===== src/rtl/fetch_pkg.sv =====
// Shared types and constants for the instruction fetch front end.
package fetch_pkg;

    localparam int XLEN = 32;
    localparam int ILEN_BYTES = 4;
    localparam logic [XLEN-1:0] NOP_INSTR = 32'h0000_0013;

    typedef struct packed {
        logic [XLEN-1:0] pc;
        logic [XLEN-1:0] instr;
    } fetch_entry_t;

    // Clears the byte-offset bits so a target always names a whole instruction word.
    function automatic logic [XLEN-1:0] word_align(input logic [XLEN-1:0] a);
        return a & ~XLEN'(ILEN_BYTES - 1);
    endfunction

endpackage


===== src/rtl/fetch_fifo.sv =====
// Instruction buffer: synchronous FIFO of fetch entries whose head is always a register.
module fetch_fifo
    import fetch_pkg::*;
#(
    parameter int FIFO_DEPTH = 2,
    localparam int CW = $clog2(FIFO_DEPTH + 1)
) (
    input  logic          clk,
    input  logic          rst_n,
    input  logic          push,
    input  logic          pop,
    input  logic          flush,
    input  fetch_entry_t  din,
    output fetch_entry_t  head,
    output logic          full,
    output logic          empty,
    output logic [CW-1:0] count
);

    fetch_entry_t  mem_q [FIFO_DEPTH];
    fetch_entry_t  mem_d [FIFO_DEPTH];
    logic [CW-1:0] count_q;
    logic [CW-1:0] count_d;
    logic [CW-1:0] wr_idx;
    logic          do_push;
    logic          do_pop;

    assign empty   = (count_q == '0);
    assign full    = (count_q == CW'(FIFO_DEPTH));
    assign do_pop  = pop && !empty;
    assign do_push = push && (!full || do_pop);
    // A simultaneous pop shifts everything down one slot before the new entry lands.
    assign wr_idx  = do_pop ? count_q - CW'(1) : count_q;
    assign head    = mem_q[0];
    assign count   = count_q;

    always_comb begin
        mem_d   = mem_q;
        count_d = count_q;
        if (flush) begin
            count_d = '0;
        end else begin
            if (do_pop) begin
                for (int i = 0; i < FIFO_DEPTH - 1; i++) begin
                    mem_d[i] = mem_q[i+1];
                end
            end
            if (do_push) begin
                for (int i = 0; i < FIFO_DEPTH; i++) begin
                    if (wr_idx == CW'(i)) begin
                        mem_d[i] = din;
                    end
                end
            end
            case ({do_push, do_pop})
                2'b10:   count_d = count_q + CW'(1);
                2'b01:   count_d = count_q - CW'(1);
                default: count_d = count_q;
            endcase
        end
    end

    always_ff @(posedge clk or negedge rst_n) begin
        if (!rst_n) begin
            count_q <= '0;
            for (int i = 0; i < FIFO_DEPTH; i++) begin
                mem_q[i] <= '0;
            end
        end else begin
            count_q <= count_d;
            for (int i = 0; i < FIFO_DEPTH; i++) begin
                mem_q[i] <= mem_d[i];
            end
        end
    end

endmodule


===== src/rtl/instr_fetch_unit.sv =====
// RV32 fetch stage: PC generation, credit-limited memory requests, response
// buffering toward decode, and redirect handling with stale-response discard.
module instr_fetch_unit
    import fetch_pkg::*;
#(
    parameter int           n          = 32,
    parameter logic [n-1:0] RESET_PC   = '0,
    parameter int           FIFO_DEPTH = 2
) (
    input  logic         clk,
    input  logic         rst_n,
    output logic         imem_req_valid,
    input  logic         imem_req_ready,
    output logic [n-1:0] imem_addr,
    input  logic         imem_rsp_valid,
    input  logic [n-1:0] imem_rsp_data,
    input  logic         redirect_valid,
    input  logic [n-1:0] redirect_pc,
    output logic         instr_valid,
    input  logic         instr_ready,
    output logic [n-1:0] instr,
    output logic [n-1:0] instr_pc
);

    localparam int CW = $clog2(FIFO_DEPTH + 1);

    function automatic logic [CW-1:0] inc_sat(input logic [CW-1:0] v);
        return (v == CW'(FIFO_DEPTH)) ? v : v + CW'(1);
    endfunction

    function automatic logic [CW-1:0] dec_sat(input logic [CW-1:0] v);
        return (v == '0) ? v : v - CW'(1);
    endfunction

    logic [n-1:0]  pc_q;
    logic [n-1:0]  rsp_pc_q;
    logic [CW-1:0] outstanding_q;
    logic [CW-1:0] discard_q;
    logic [CW-1:0] fifo_count;
    logic [CW:0]   credits_used;
    logic [n-1:0]  redirect_tgt;
    logic          accept;
    logic          push;
    logic          pop;
    logic          fifo_full;
    logic          fifo_empty;
    fetch_entry_t  head;

    assign redirect_tgt = word_align(redirect_pc);

    // Every request in flight already owns a buffer slot, so responses never need backpressure.
    assign credits_used   = {1'b0, outstanding_q} + {1'b0, fifo_count};
    assign imem_req_valid = rst_n && !redirect_valid && (credits_used < (CW+1)'(FIFO_DEPTH));
    assign imem_addr      = pc_q;
    assign accept         = imem_req_valid && imem_req_ready;

    assign push        = imem_rsp_valid && !redirect_valid && (discard_q == '0);
    assign instr_valid = !fifo_empty && !redirect_valid;
    assign pop         = instr_valid && instr_ready;
    assign instr       = head.instr;
    assign instr_pc    = head.pc;

    fetch_fifo #(
        .FIFO_DEPTH(FIFO_DEPTH)
    ) u_fifo (
        .clk   (clk),
        .rst_n (rst_n),
        .push  (push),
        .pop   (pop),
        .flush (redirect_valid),
        .din   (fetch_entry_t'{pc: rsp_pc_q, instr: imem_rsp_data}),
        .head  (head),
        .full  (fifo_full),
        .empty (fifo_empty),
        .count (fifo_count)
    );

    always_ff @(posedge clk or negedge rst_n) begin
        if (!rst_n) begin
            pc_q          <= RESET_PC;
            rsp_pc_q      <= RESET_PC;
            outstanding_q <= '0;
            discard_q     <= '0;
        end else begin
            case ({accept, imem_rsp_valid})
                2'b10:   outstanding_q <= inc_sat(outstanding_q);
                2'b01:   outstanding_q <= dec_sat(outstanding_q);
                default: outstanding_q <= outstanding_q;
            endcase
            if (redirect_valid) begin
                pc_q      <= redirect_tgt;
                rsp_pc_q  <= redirect_tgt;
                // A response landing this cycle is already dropped, so it is not counted again.
                discard_q <= imem_rsp_valid ? dec_sat(outstanding_q) : outstanding_q;
            end else begin
                if (accept) begin
                    pc_q <= pc_q + n'(ILEN_BYTES);
                end
                if (imem_rsp_valid) begin
                    if (discard_q != '0) begin
                        discard_q <= dec_sat(discard_q);
                    end else begin
                        rsp_pc_q <= rsp_pc_q + n'(ILEN_BYTES);
                    end
                end
            end
        end
    end

    a_rsp_without_request: assert property (@(posedge clk) disable iff (!rst_n)
        !(imem_rsp_valid && outstanding_q == '0));

    a_fifo_overflow: assert property (@(posedge clk) disable iff (!rst_n)
        !(push && fifo_full && !pop));

endmodule


===== config.mk =====
export PLATFORM = sky130hd
export DESIGN_NAME = instr_fetch_unit
export DESIGN_NICKNAME = d
export VERILOG_FILES = /design/src/rtl/fetch_pkg.sv /design/src/rtl/fetch_fifo.sv /design/src/rtl/instr_fetch_unit.sv
export SDC_FILE = /design/constraint.sdc
export NUM_CORES = 1
export LEC_CHECK = 0
export CORE_ASPECT_RATIO = 0.9
export CORE_MARGIN = 8
export CORE_UTILIZATION = 48
export DETAILED_ROUTE_END_ITERATION = 8
export PLACE_DENSITY = 0.73
export SYNTH_ARGS = -nofsm -noshare
export SYNTH_HDL_FRONTEND = slang
export SYNTH_SLANG_ARGS = --single-unit
export TNS_END_PERCENT = 20

===== constraint.sdc =====
create_clock -name clk -period 2.09 [get_ports clk]
set_input_delay 0.418 -clock clk [delete_from_list [all_inputs] [get_ports clk]]
set_output_delay 0.418 -clock clk [all_outputs]
set_load 0.02 [all_outputs]

==> results of run 1 <==
## metrics by stage
stage / worst slack, ns / hold WS (ns)
2_1_floorplan: -0.408 / 0.122
3_3_place_gp: -0.393 / 0.474
3_5_place_dp: -0.495 / 0.481
4_1_cts: -0.326 / 0.325
5_1_grt: -0.520 / 0.386
6_report: -0.432 / 0.290
## power by group through the flow
stage | registers [mW] | logic [mW] | clock network, mW
2_1_floorplan | 5.72 | 3.48 | 0
3_3_place_gp | 5.80 | 4.74 | 0
3_5_place_dp | 5.86 | 4.83 | 0
4_1_cts | 5.80 | 4.90 | 3.39
5_1_grt | 6.00 | 5.56 | 3.54
6_report | 5.83 | 5.17 | 3.35
## tightest hold or removal path, stage by stage
cell,delay (ns)
clkbuf_8,0.14
buf_4,0.14
buf_12,0.51
## placed cells by master (no fill, tap or decap), types with 4 or more instances in the layout
master           netlist  routed
mux2_2                66      63
ha_1                   8       7
clkbuf_16              0      23
inv_2                  1       4
inv_6                  0       5
a31oi_2                0       4
mux2i_1                9       9
buf_6                  7       8
and4_1                 4       4
clkdlybuf4s50_1        0     158
nor2_2                 0      36
o21ai_0               25      21
nand2_1              167     165
xor2_1                17      17
nor2_1                82      39
a31oi_1               63      57
buf_4                 68      50
xnor2_1               22      22
mux2_1                 8       8
and2_1                 7       6
nor3_1                13      13
buf_12                 0       6
inv_1                 15      12
nor2_4                 0       7
o21ai_1                1       5
nand3_1               25      23
and3_1                19      16
a311oi_1               5       5
a21oi_1               11      11
nand4_1               19      19
dfrtp_1              192     192
o211ai_1              11      11
nor4_2                 1       5
## state kept, by name (all words and copies together) (netlist names)
| signal | count |
|---|---|
| rsp_pc_q | 30 |
| u_fifo.mem_q | 62 |
| discard_q | 2 |
| u_fifo.count | 2 |
| imem_addr | 30 |
| u_fifo.head | 64 |
| outstanding_q | 2 |
## timing repair
item | 4_1_cts | 5_1_grt
setup buffers | 5 | 9
gates cloned | 0 | 9
setup endpoints to repair | 155 | 161
gates resized for setup | 25 | 89
pin swaps | 11 | 19
## worst min path at each step
stage,startpoint,to,slack [ns],cells past startpoint
2_1_floorplan,rst_n,discard_q[0]$_DFFE_PN0P_,0.12,0
3_3_place_gp,u_fifo.mem_q[35]$_DFFE_PN0P_,u_fifo.mem_q[35]$_DFFE_PN0P_,0.47,1
3_5_place_dp,u_fifo.mem_q[1]$_DFFE_PN0P_,u_fifo.mem_q[1]$_DFFE_PN0P_,0.48,1
4_1_cts,rst_n,u_fifo.mem_q[29]$_DFFE_PN0P_,0.32,3
5_1_grt,rst_n,u_fifo.head[3]$_DFFE_PN0N_,0.39,3
6_report,rst_n,u_fifo.mem_q[46]$_DFFE_PN0P_,0.29,3
## area by class of cell
| cell class | instances | share of cell area |
|---|---|---|
| Sequential cell | 192 | 0.383 |
| Timing Repair Buffer | 233 | 0.192 |
| Multi-Input combinational cell | 638 | 0.347 |
| Inverter | 16 | 0.00479 |
| Tap cell | 255 | 0.0254 |
| Clock buffer | 17 | 0.0339 |
| Clock inverter | 15 | 0.0137 |
## kinds of logic (layout without fill, tap and decap cells)
kind of cell | Yosys count | in the layout | synth area share
xor+xnor | 39 | 39 | 0.0354
mux | 83 | 83 | 0.0958
fa+ha+maj | 9 | 9 | 0.0125
compound gates | 136 | 136 | 0.0910
simple gates | 368 | 369 | 0.180
buf+inv | 134 | 281 | 0.0867
other cells | 1 | 2 | 0.000389
flops | 192 | 192 | 0.498
## routing by layer
metal	vias up	share of wire	global-route usage
li1	3548	-	-
met1	3753	0.46	0.283
met2	268	0.45	0.290
met3	18	0.082	0.0519
met4	0	0.0093	0.0357
met5	-	0	0
==> metrics.md, run 1 <==
| Metric | Value |
|---|---|
| Status | complete, but fails checks |
| Failing checks | setup timing |
| Final Util | 0.631 |
| Io pins | 168 |
| Clock power frac | 0.233 |
| Dpl cell area | 0.0113 mm^2 |
| Reg2reg end | imem_addr[28]$_DFFE_PN0P_ |
| Skew-Pair Late Insertion Delay | between 0.4 and 0.5 ns |
| Synth Instances | 962 |
| TritonCTS Buffers | 17 |
| Register area share after synthesis | 0.498 |
| Crit Path Class | reg -> out |
| Top cell by count, worst path | buf_4 |
| Hold Crit Class | in -> async |
| Pin count of the biggest net entering global routing | 134 |
| Routed wire length | 25800 um |
| Antenna-violating nets left | 0 |
| RSZ-0062 raised after global routing | true |
| Total power | 14.3 mW |
| Sw Share | 0.341 |
| Placed cells | ~1300 |
| Ys async rst share | 1.00 |
| Internal | 9.45 mW |
| Peak VDD IR | between 0.6 and 0.7 mV |
| GRT Residual Overflow | 0 |
| Core area | 0.0199 mm^2 |
| Synth Area per Inst | about 10 um^2 |
| DRC Markers | 0 |
| Antenna diode count | 0 |
| Synth warn | 0 |
| Final worst setup slack | -0.432 ns |
| Die W | about 170 um |
| Psw | approximately 4.9 mW |
| Flop pwr share | 0.406 |
| Nets@finish | 1177 |
| Setup violators final | 159 |
| Synth cell count leaders | 192 x dfrtp_1, 167 x nand2_1, 82 x nor2_1, 68 x buf_4, 66 x mux2_2 |
| Share of layout cells above drive strength 1 | 0.239 |
| Clk buf depth | 2 |
| Cell taking the most area after synthesis | dfrtp_1 |
| Vias in the first global route | 7281 |
| FF/Latch Area | 0.00480 mm^2 |
| Post-synth top area share | 0.498 |
| Finished Layout Cells | 1366 |
| Dpl hpwl | 16800 um |
| Crit Reg-Reg Startpoint | u_fifo.count[0]$_DFFE_PN0P_ |
| Design Area, Final | 0.0125 mm^2 |
| Reg2Reg Depth | 10 |
| Pleak | 5.39 nW |
| Max Clock Skew | 0.00923 ns |
| CP bufs+invs | 4 |
| Endpoints failing hold | 0 |
| Top FF cell, synth | dfrtp_1 |
| Initial antenna violation count | 0 |
| GRT Overall Usage | 0.195 |
| Count leader, synth | dfrtp_1 |
| Fin Setup TNS | -19.02 ns |
| Worst slew pin tran | between 0.7 and 0.8 ns |
| WP data arrival | 2.10 ns |
| Power per cell area | 1140 mW/mm^2 |
| Port buffer count | about 160 |
| First-pass GRT wire length | 38500 um |
| EDFF count, synth | 0 |
| Via count | 7587 |
| CTS tree | done |
| Largest stage delay, worst path | 0.48 ns |
| Crit end category | output port |
| Post-synth cell types | 62 |
| Synthesized area | 0.00964 mm^2 |
| Worst path depth | 7 |
| Post-route minimum period | ~2.5 ns |
| DR WL/cell | 18.9 um |
| Area contributors post-synth | dfrtp_1 50%, mux2_2 7.7%, nand2_1 6.5% |
| R2r setup slk | -0.42 ns |
| Area of the multi-input gates | 0.00436 mm^2 |
| Fill cell count | 1589 |
| Drt first-iter violations | about 680 |
| CP required | 1.67 ns |
| Initial core utilization | 0.485 |
| Crit-path cells | inv_2 > nor2_4 > fa_2 > nor4b_4 > buf_4 > buf_4 > buf_6 |
| Comb pwr share | 0.360 |
| Capture point of the worst path | imem_req_valid |
| Full die area | 0.0249 mm^2 |
| Root Driver | clkbuf_16 |
| Clk sinks | 192 |
| Drt first pass iters | 6 |
| Die height | 150 um |
| Final Max Slew Viols | 0 |
| Synth-to-layout area growth | 30.1% |
| Cell family with most CP delay | buffers and inverters |
| Clock Pin Slew Worst Setup and Hold Paths | 0.07 ns |
| Crit path launch | u_fifo.count[0]$_DFFE_PN0P_ |
| Max cap viols | 0 |
| Relative slew slack | 0.502 |
| Htree depth | 4 |
| Final Cycle Share | 1.21 |
| #FFs+latches synth | approximately 190 |
| Startpoint types | flip-flop |
| Core Rows | 49 |
| Critical path's slowest cell | fa_2 |
| Vias per inst | 5.55 |
| Post-CTS Hold Buffers | 0 |
| FMAX | 396 MHz |
| RD Place Congestion | between 0.8 and 0.9 |
| Worst-path fanout max | 4 |
(Power assumes the default switching activity.)
==> inputs of run 2 (changes only) <==
--- a/config.mk
+++ b/config.mk
@@ -10,6 +10,8 @@
 export CORE_UTILIZATION = 48
 export DETAILED_ROUTE_END_ITERATION = 8
 export PLACE_DENSITY = 0.73
+export SKIP_CTS_REPAIR_TIMING = 1
+export SLEW_MARGIN = 25
 export SYNTH_ARGS = -nofsm -noshare
 export SYNTH_HDL_FRONTEND = slang
 export SYNTH_SLANG_ARGS = --single-unit
==> metrics.md, run 2 (synthesis results as in run 1) <==
| Metric | Value |
|---|---|
| Final Cycle Share | 1.16 |
| Flop pwr share | 0.409 |
| Commonest non-fill, non-tap cell in the layout | dfrtp_1 |
| Worst-path fanout max | 5 |
| CTS tree | done |
| Final Util | 0.628 |
| Root Driver | clkbuf_16 |
| FMAX | 412 MHz |
| First-pass GRT wire length | 38300 um |
| Clock power frac | 0.235 |
| Routed wire length | around 26000 um |
| DP Worst Slack | -0.495 ns |
| FF/Latch Area | around 0.0048 mm^2 |
| Clk buf depth | 2 |
| Antenna-violating nets left | 0 |
| Clock Pin Slew Worst Setup and Hold Paths | 0.08 ns |
| Psw | 4.84 mW |
| Status | complete, but fails checks |
| Initial antenna violation count | 0 |
| Peak VDD IR | 0.611 mV |
| Core Rows | 49 |
| Vias per inst | 5.60 |
| TritonCTS Buffers | 17 |
| Dpl cell area | between 0.01 and 0.015 mm^2 |
| Drt first-iter violations | 655 |
| Clk sinks | 192 |
| Pin count of the biggest net entering global routing | 134 |
| Failing checks | setup timing |
| Share of layout cells above drive strength 1 | 0.219 |
| Pleak | roughly 5.4 nW |
| Port buffer count | 163 |
| Htree depth | 4 |
| Post-route minimum period | 2.43 ns |
| Crit end category | flip-flop |
| Final Max Slew Viols | 0 |
| Hold Crit Class | in -> async |
| Setup violators final | roughly 160 |
| Startpoint types | flip-flop |
| GRT Overall Usage | 0.194 |
| WP data arrival | approximately 2.8 ns |
| Total power | 14.2 mW |
| Die height | 150 um |
| Comb pwr share | 0.356 |
| Io pins | 168 |
| Most frequent cells in the layout | 192 x dfrtp_1, 163 x nand2_1, 158 x clkdlybuf4s50_1 |
| Max Clock Skew | 0.00928 ns |
| Hold WS | just over 0.3 ns |
| Power per cell area | 1140 mW/mm^2 |
| CP required | between 2 and 2.5 ns |
| Critical path's slowest cell | fa_1 |
| Design Area, Final | ~0.012 mm^2 |
| Skew-Pair Late Insertion Delay | 0.43 ns |
| Max reg flops | 64 |
| Via count | 7667 |
| GRT Residual Overflow | 0 |
| Drt first pass iters | 5 |
| Max cap viols | 0 |
| Largest stage delay, worst path | 0.47 ns |
| Antenna diode count | 0 |
| RD Place Congestion | between 0.8 and 0.9 |
| Internal | 9.40 mW |
| DRC Markers | 0 |
| Synth-to-layout area growth | 29.4% |
| Final worst setup slack | -0.338 ns |
| RSZ-0062 raised after global routing | true |
| Worst slew pin tran | between 0.7 and 0.8 ns |
| Core area | 0.0199 mm^2 |
| Dpl hpwl | 16800 um |
| Initial core utilization | 0.485 |
| DR WL/cell | 18.7 um |
| Endpoints failing hold | 0 |
| Vias in the first global route | 7230 |
| Sw Share | 0.340 |
| Area of the multi-input gates | 0.00430 mm^2 |
| Full die area | 0.0249 mm^2 |
| Crit Path Class | reg -> reg |
| Nets@finish | 1181 |
| Top cell by count, worst path | buf_6 |
| Crit-path cells | inv_2 > nor2_2 > fa_1 > nor4b_4 > buf_4 > buf_6 > nand4_1 > buf_6 > nor2_4 > nand3_2 > o311ai_2 |
| Fill cell count | 1600 |
| Relative slew slack | 0.504 |
| Die W | between 150 and 200 um |
[run 2: changes by cell type in the layout (fill, tap and decap cells not counted), sizes merged]
| cell | change |
|---|---|
| nand2 | +1 |
| clkbuf | -3 |
| buf | +6 |
[run 2: worst max-delay path: cells and delay by family, from the launching register on]
kind            cells  cell delay (ns)
flops               1             0.39
compound gates      1             0.26
buf+inv             4             0.54
fa+ha+maj           1             0.47
simple gates        5             0.66
[run 2: final timing paths]
kind                                               from                           end  slack [ns]  depth (start not counted)
max                        outstanding_q[0]$_DFFE_PN0P_     imem_addr[28]$_DFFE_PN0P_       -0.34                         11
min in group clk           u_fifo.mem_q[30]$_DFFE_PN0P_  u_fifo.mem_q[30]$_DFFE_PN0P_        0.50                          1
max reg2reg                outstanding_q[0]$_DFFE_PN0P_     imem_addr[28]$_DFFE_PN0P_       -0.34                         11
min                                               rst_n  u_fifo.mem_q[46]$_DFFE_PN0P_        0.31                          3
min reg2reg                u_fifo.mem_q[30]$_DFFE_PN0P_  u_fifo.mem_q[30]$_DFFE_PN0P_        0.50                          1
max in group asynchronous                         rst_n  u_fifo.mem_q[35]$_DFFE_PN0P_        1.25                          3
[run 2: cell type report]
type	instances	share of cell area
Clock buffer	17	0.0341
Inverter	16	0.00481
Sequential cell	192	0.385
Timing Repair Buffer	236	0.192
Tap cell	255	0.0256
Clock inverter	15	0.0137
Multi-Input combinational cell	639	0.344
[run 2: through the flow]
stage                     setup TNS, ns  cells
after floorplan                   -8.45    963
after global placement           -39.74   1314
after detailed placement         -41.36   1314
after CTS                        -20.77   1346
after global routing             -34.53   1370
final                            -19.89   1370
[run 2: power by group through the flow]
| stage | Combinational (mW) | Sequential (mW) | Clock (mW) |
|---|---|---|---|
| 2_1_floorplan | 3.48 | 5.72 | 0 |
| 3_3_place_gp | 4.74 | 5.80 | 0 |
| 3_5_place_dp | 4.83 | 5.86 | 0 |
| 4_1_cts | 4.86 | 5.80 | 3.39 |
| 5_1_grt | 5.46 | 6.00 | 3.54 |
| 6_report | 5.07 | 5.82 | 3.35 |
[run 2: metal layers]
| layer | routed length [um] | global-route usage |
|---|---|---|
| met1 | 11800 | 0.283 |
| met5 | 0 | 0 |
| met4 | 380 | 0.0357 |
| met2 | 11400 | 0.286 |
| met3 | 2070 | 0.0519 |
==> inputs of run 3 (changes only) <==
--- a/config.mk
+++ b/config.mk
@@ -9,10 +9,11 @@
 export CORE_MARGIN = 8
 export CORE_UTILIZATION = 48
 export DETAILED_ROUTE_END_ITERATION = 8
-export PLACE_DENSITY = 0.73
+export PLACE_DENSITY = 0.74
 export SKIP_CTS_REPAIR_TIMING = 1
 export SLEW_MARGIN = 25
 export SYNTH_ARGS = -nofsm -noshare
 export SYNTH_HDL_FRONTEND = slang
+export SYNTH_HIERARCHICAL = 1
 export SYNTH_SLANG_ARGS = --single-unit
 export TNS_END_PERCENT = 20
==> metrics.md, run 3 <==
| Metric | Value |
|---|---|
| EDFF count, synth | 0 |
| Adder-Cell Fraction of Synth Area | 0.0125 |
| CTS tree | done |
| Nets@finish | 1106 |
| Final worst setup slack | -0.438 ns |
| Crit Reg-Reg Startpoint | u_fifo/count[0]$_DFFE_PN0P_ |
| RSZ-0062 raised after global routing | true |
| Endpoints failing hold | 0 |
| Power per cell area | 1060 mW/mm^2 |
| Post-synthesis mux area share | 0.0862 |
| Initial core utilization | 0.485 |
| #FFs+latches synth | 194 |
| Total power | between 10 and 15 mW |
| Area contributors post-synth | dfrtp_1 51%, mux2_2 8.0%, a221o_1 6.7% |
| FMAX | 396 MHz |
| Startpoint types | flip-flop |
| Share of layout cells above drive strength 1 | 0.233 |
| Vias per inst | 5.64 |
| Port buffer count | 163 |
| Drt first pass iters | 8 |
| Io pins | 168 |
| Synth-to-layout area growth | 31.0% |
| Area of the multi-input gates | roughly 0.0042 mm^2 |
| Clk sinks | 194 |
| Core Rows | 49 |
| Commonest non-fill, non-tap cell in the layout | dfrtp_1 |
| Most frequent cells in the layout | 191 x dfrtp_1, 158 x clkdlybuf4s50_1, 68 x mux2_2 |
| Count leader, synth | dfrtp_1 |
| Synth Area in XOR/XNOR | 0.0328 |
| GRT Residual Overflow | 0 |
| Full die area | 0.0248 mm^2 |
| Worst slew pin tran | 0.994 ns |
| Die height | 150 um |
| Ys async rst share | 1.00 |
| Root Driver | clkbuf_16 |
| Skew-Pair Late Insertion Delay | 0.42 ns |
| Antenna-violating nets left | 0 |
| Crit path launch | u_fifo/count[0]$_DFFE_PN0P_ |
| Area share of and/or/nand/nor cells after synthesis | 0.153 |
| Post-route minimum period | approximately 2.5 ns |
| Synth Area per Inst | 11.1 um^2 |
| CP required | 2.45 ns |
| Max Clock Skew | about 0.012 ns |
| Hold Crit Class | in -> async |
| FF/Latch Area | 0.00486 mm^2 |
| First-pass GRT wire length | 38600 um |
| Crit Path Class | reg -> reg |
| Die W | 165 um |
| GRT Overall Usage | 0.196 |
| Synth warn | 6 |
| Pin count of the biggest net entering global routing | about 170 |
| Initial antenna violation count | 0 |
| Routed wire length | 25500 um |
| Setup violators final | ~160 |
| Pleak | 5.43 nW |
| Htree depth | 4 |
| Max cap viols | 0 |
| Register area share after synthesis | 0.505 |
| Design Area, Final | 0.0126 mm^2 |
| Synth Instances | 864 |
| Peak VDD IR | 0.557 mV |
| Reg2reg end | imem_addr[21]$_DFFE_PN0P_ |
| Largest family of logic cells by synthesized area | simple AND/OR/NAND/NOR gates |
| Status | complete, but fails checks |
| Top FF cell, synth | dfrtp_1 |
| DR WL/cell | 19.7 um |
| DRC Markers | 0 |
| Post-synth top area share | 0.505 |
| Final Max Slew Viols | 0 |
| Cell taking the most area after synthesis | dfrtp_1 |
| Synth Area in Compound Gates | 0.130 |
| Drt first-iter violations | approximately 540 |
| Synth cell count leaders | 194 x dfrtp_1, 74 x buf_4, 69 x nand2_1, 68 x mux2_2, 66 x nor2b_1 |
| Antenna diode count | 0 |
| Placed cells | 1250 |
| Core area | 0.0198 mm^2 |
| Final Cycle Share | 1.21 |
| Dpl hpwl | 17100 um |
| Clock Pin Slew Worst Setup and Hold Paths | 0.07 ns |
| Via count | between 7000 and 8000 |
| Crit end category | flip-flop |
| Fill cell count | 1556 |
| Clk buf depth | 2 |
| Dpl cell area | 0.0116 mm^2 |
| WP data arrival | about 2.9 ns |
| RD Place Congestion | about 0.87 |
| Failing checks | setup timing |
| Reg2Reg Depth | 8 |
| Finished Layout Cells | 1295 |
| Fin Setup TNS | -40.64 ns |
| Vias in the first global route | between 7000 and 8000 |
| R2r setup slk | -0.44 ns |
| Relative slew slack | 0.337 |
| Worst-path fanout max | 7 |
| Synthesized area | 0.00961 mm^2 |
| TritonCTS Buffers | 17 |
| Post-synth cell types | 60 |
-- run 3: cell count changes in the layout (fill, tap and decap cells not counted), sizes merged, moves of 6 or more --
cell,delta
o311ai,+7
buf,+10
a31oi,-57
nand2,-98
nor2b,+66
a221o,+64
nor3,-6
nor2,-54
nand3,+6
o21ai,+18
and3,-15
-- run 3: power breakdown --
group / total [mW] / switching, mW / internal, mW
registers: 5.46 / 0.688 / 4.77
clock network: 3.36 / 1.45 / 1.90
logic: 4.49 / 2.07 / 2.42
total: 13.3 / 4.21 / 9.10
-- run 3: how the worst max path moves through the flow --
stage	slack (ns)	end	cells after the start
6_report	-0.44	imem_addr[21]$_DFFE_PN0P_	8
5_1_grt	-0.51	imem_addr[27]$_DFFE_PN0P_	9
4_1_cts	-0.90	imem_req_valid	4
3_5_place_dp	-0.45	imem_addr[27]$_DFFE_PN0P_	9
3_3_place_gp	-0.44	imem_addr[31]$_DFFE_PN0P_	9
2_1_floorplan	-0.40	imem_addr[8]$_DFFE_PN0P_	8
-- run 3: layout make-up --
cell class,instances,share of cell area
tap,255,0.0254
timing repair buffer,248,0.199
clock inverter,14,0.0140
multi-input combinational,550,0.336
inverter,16,0.00477
clock buffer,18,0.0341
sequential,194,0.386
-- run 3: stage by stage --
| stage | hold WS [ns] | setup slack [ns] | utilization |
|---|---|---|---|
| after global placement | 0.478 | -0.439 | 0.586 |
| final | 0.0352 | -0.438 | 0.635 |
| after global routing | 0.0234 | -0.508 | 0.635 |
| after floorplan | 0.122 | -0.405 | - |
| after CTS | 0.0280 | -0.895 | 0.616 |
| after detailed placement | 0.488 | -0.448 | 0.586 |
-- run 3: cells by family (layout without fill, tap and decap cells) --
kind of cell    count (synthesis)  in the layout
compound gates                157            157
xor+xnor                       36             36
fa+ha+maj                       9              9
buf+inv                       126            296
flops                         194            194
mux                            74             74
other cells                     1              6
simple gates                  267            268
-- run 3: metal layers --
layer	global-route usage	routed length (um)	vias to the layer above
met5	0	0	-
met4	0.0405	419	0
met3	0.0607	2110	34
met2	0.288	11100	276
met1	0.281	11900	3597
li1	-	-	3396
-- run 3: critical path, cell delays in order (launching register included) --
cell and delay [ns]:
dfrtp_2 0.44, and2_4 0.15, fa_1 0.50, nor4b_4 0.32
buf_4 0.18, buf_4 0.17, nand2_8 0.10, or4_1 0.52
nand3_1 0.09
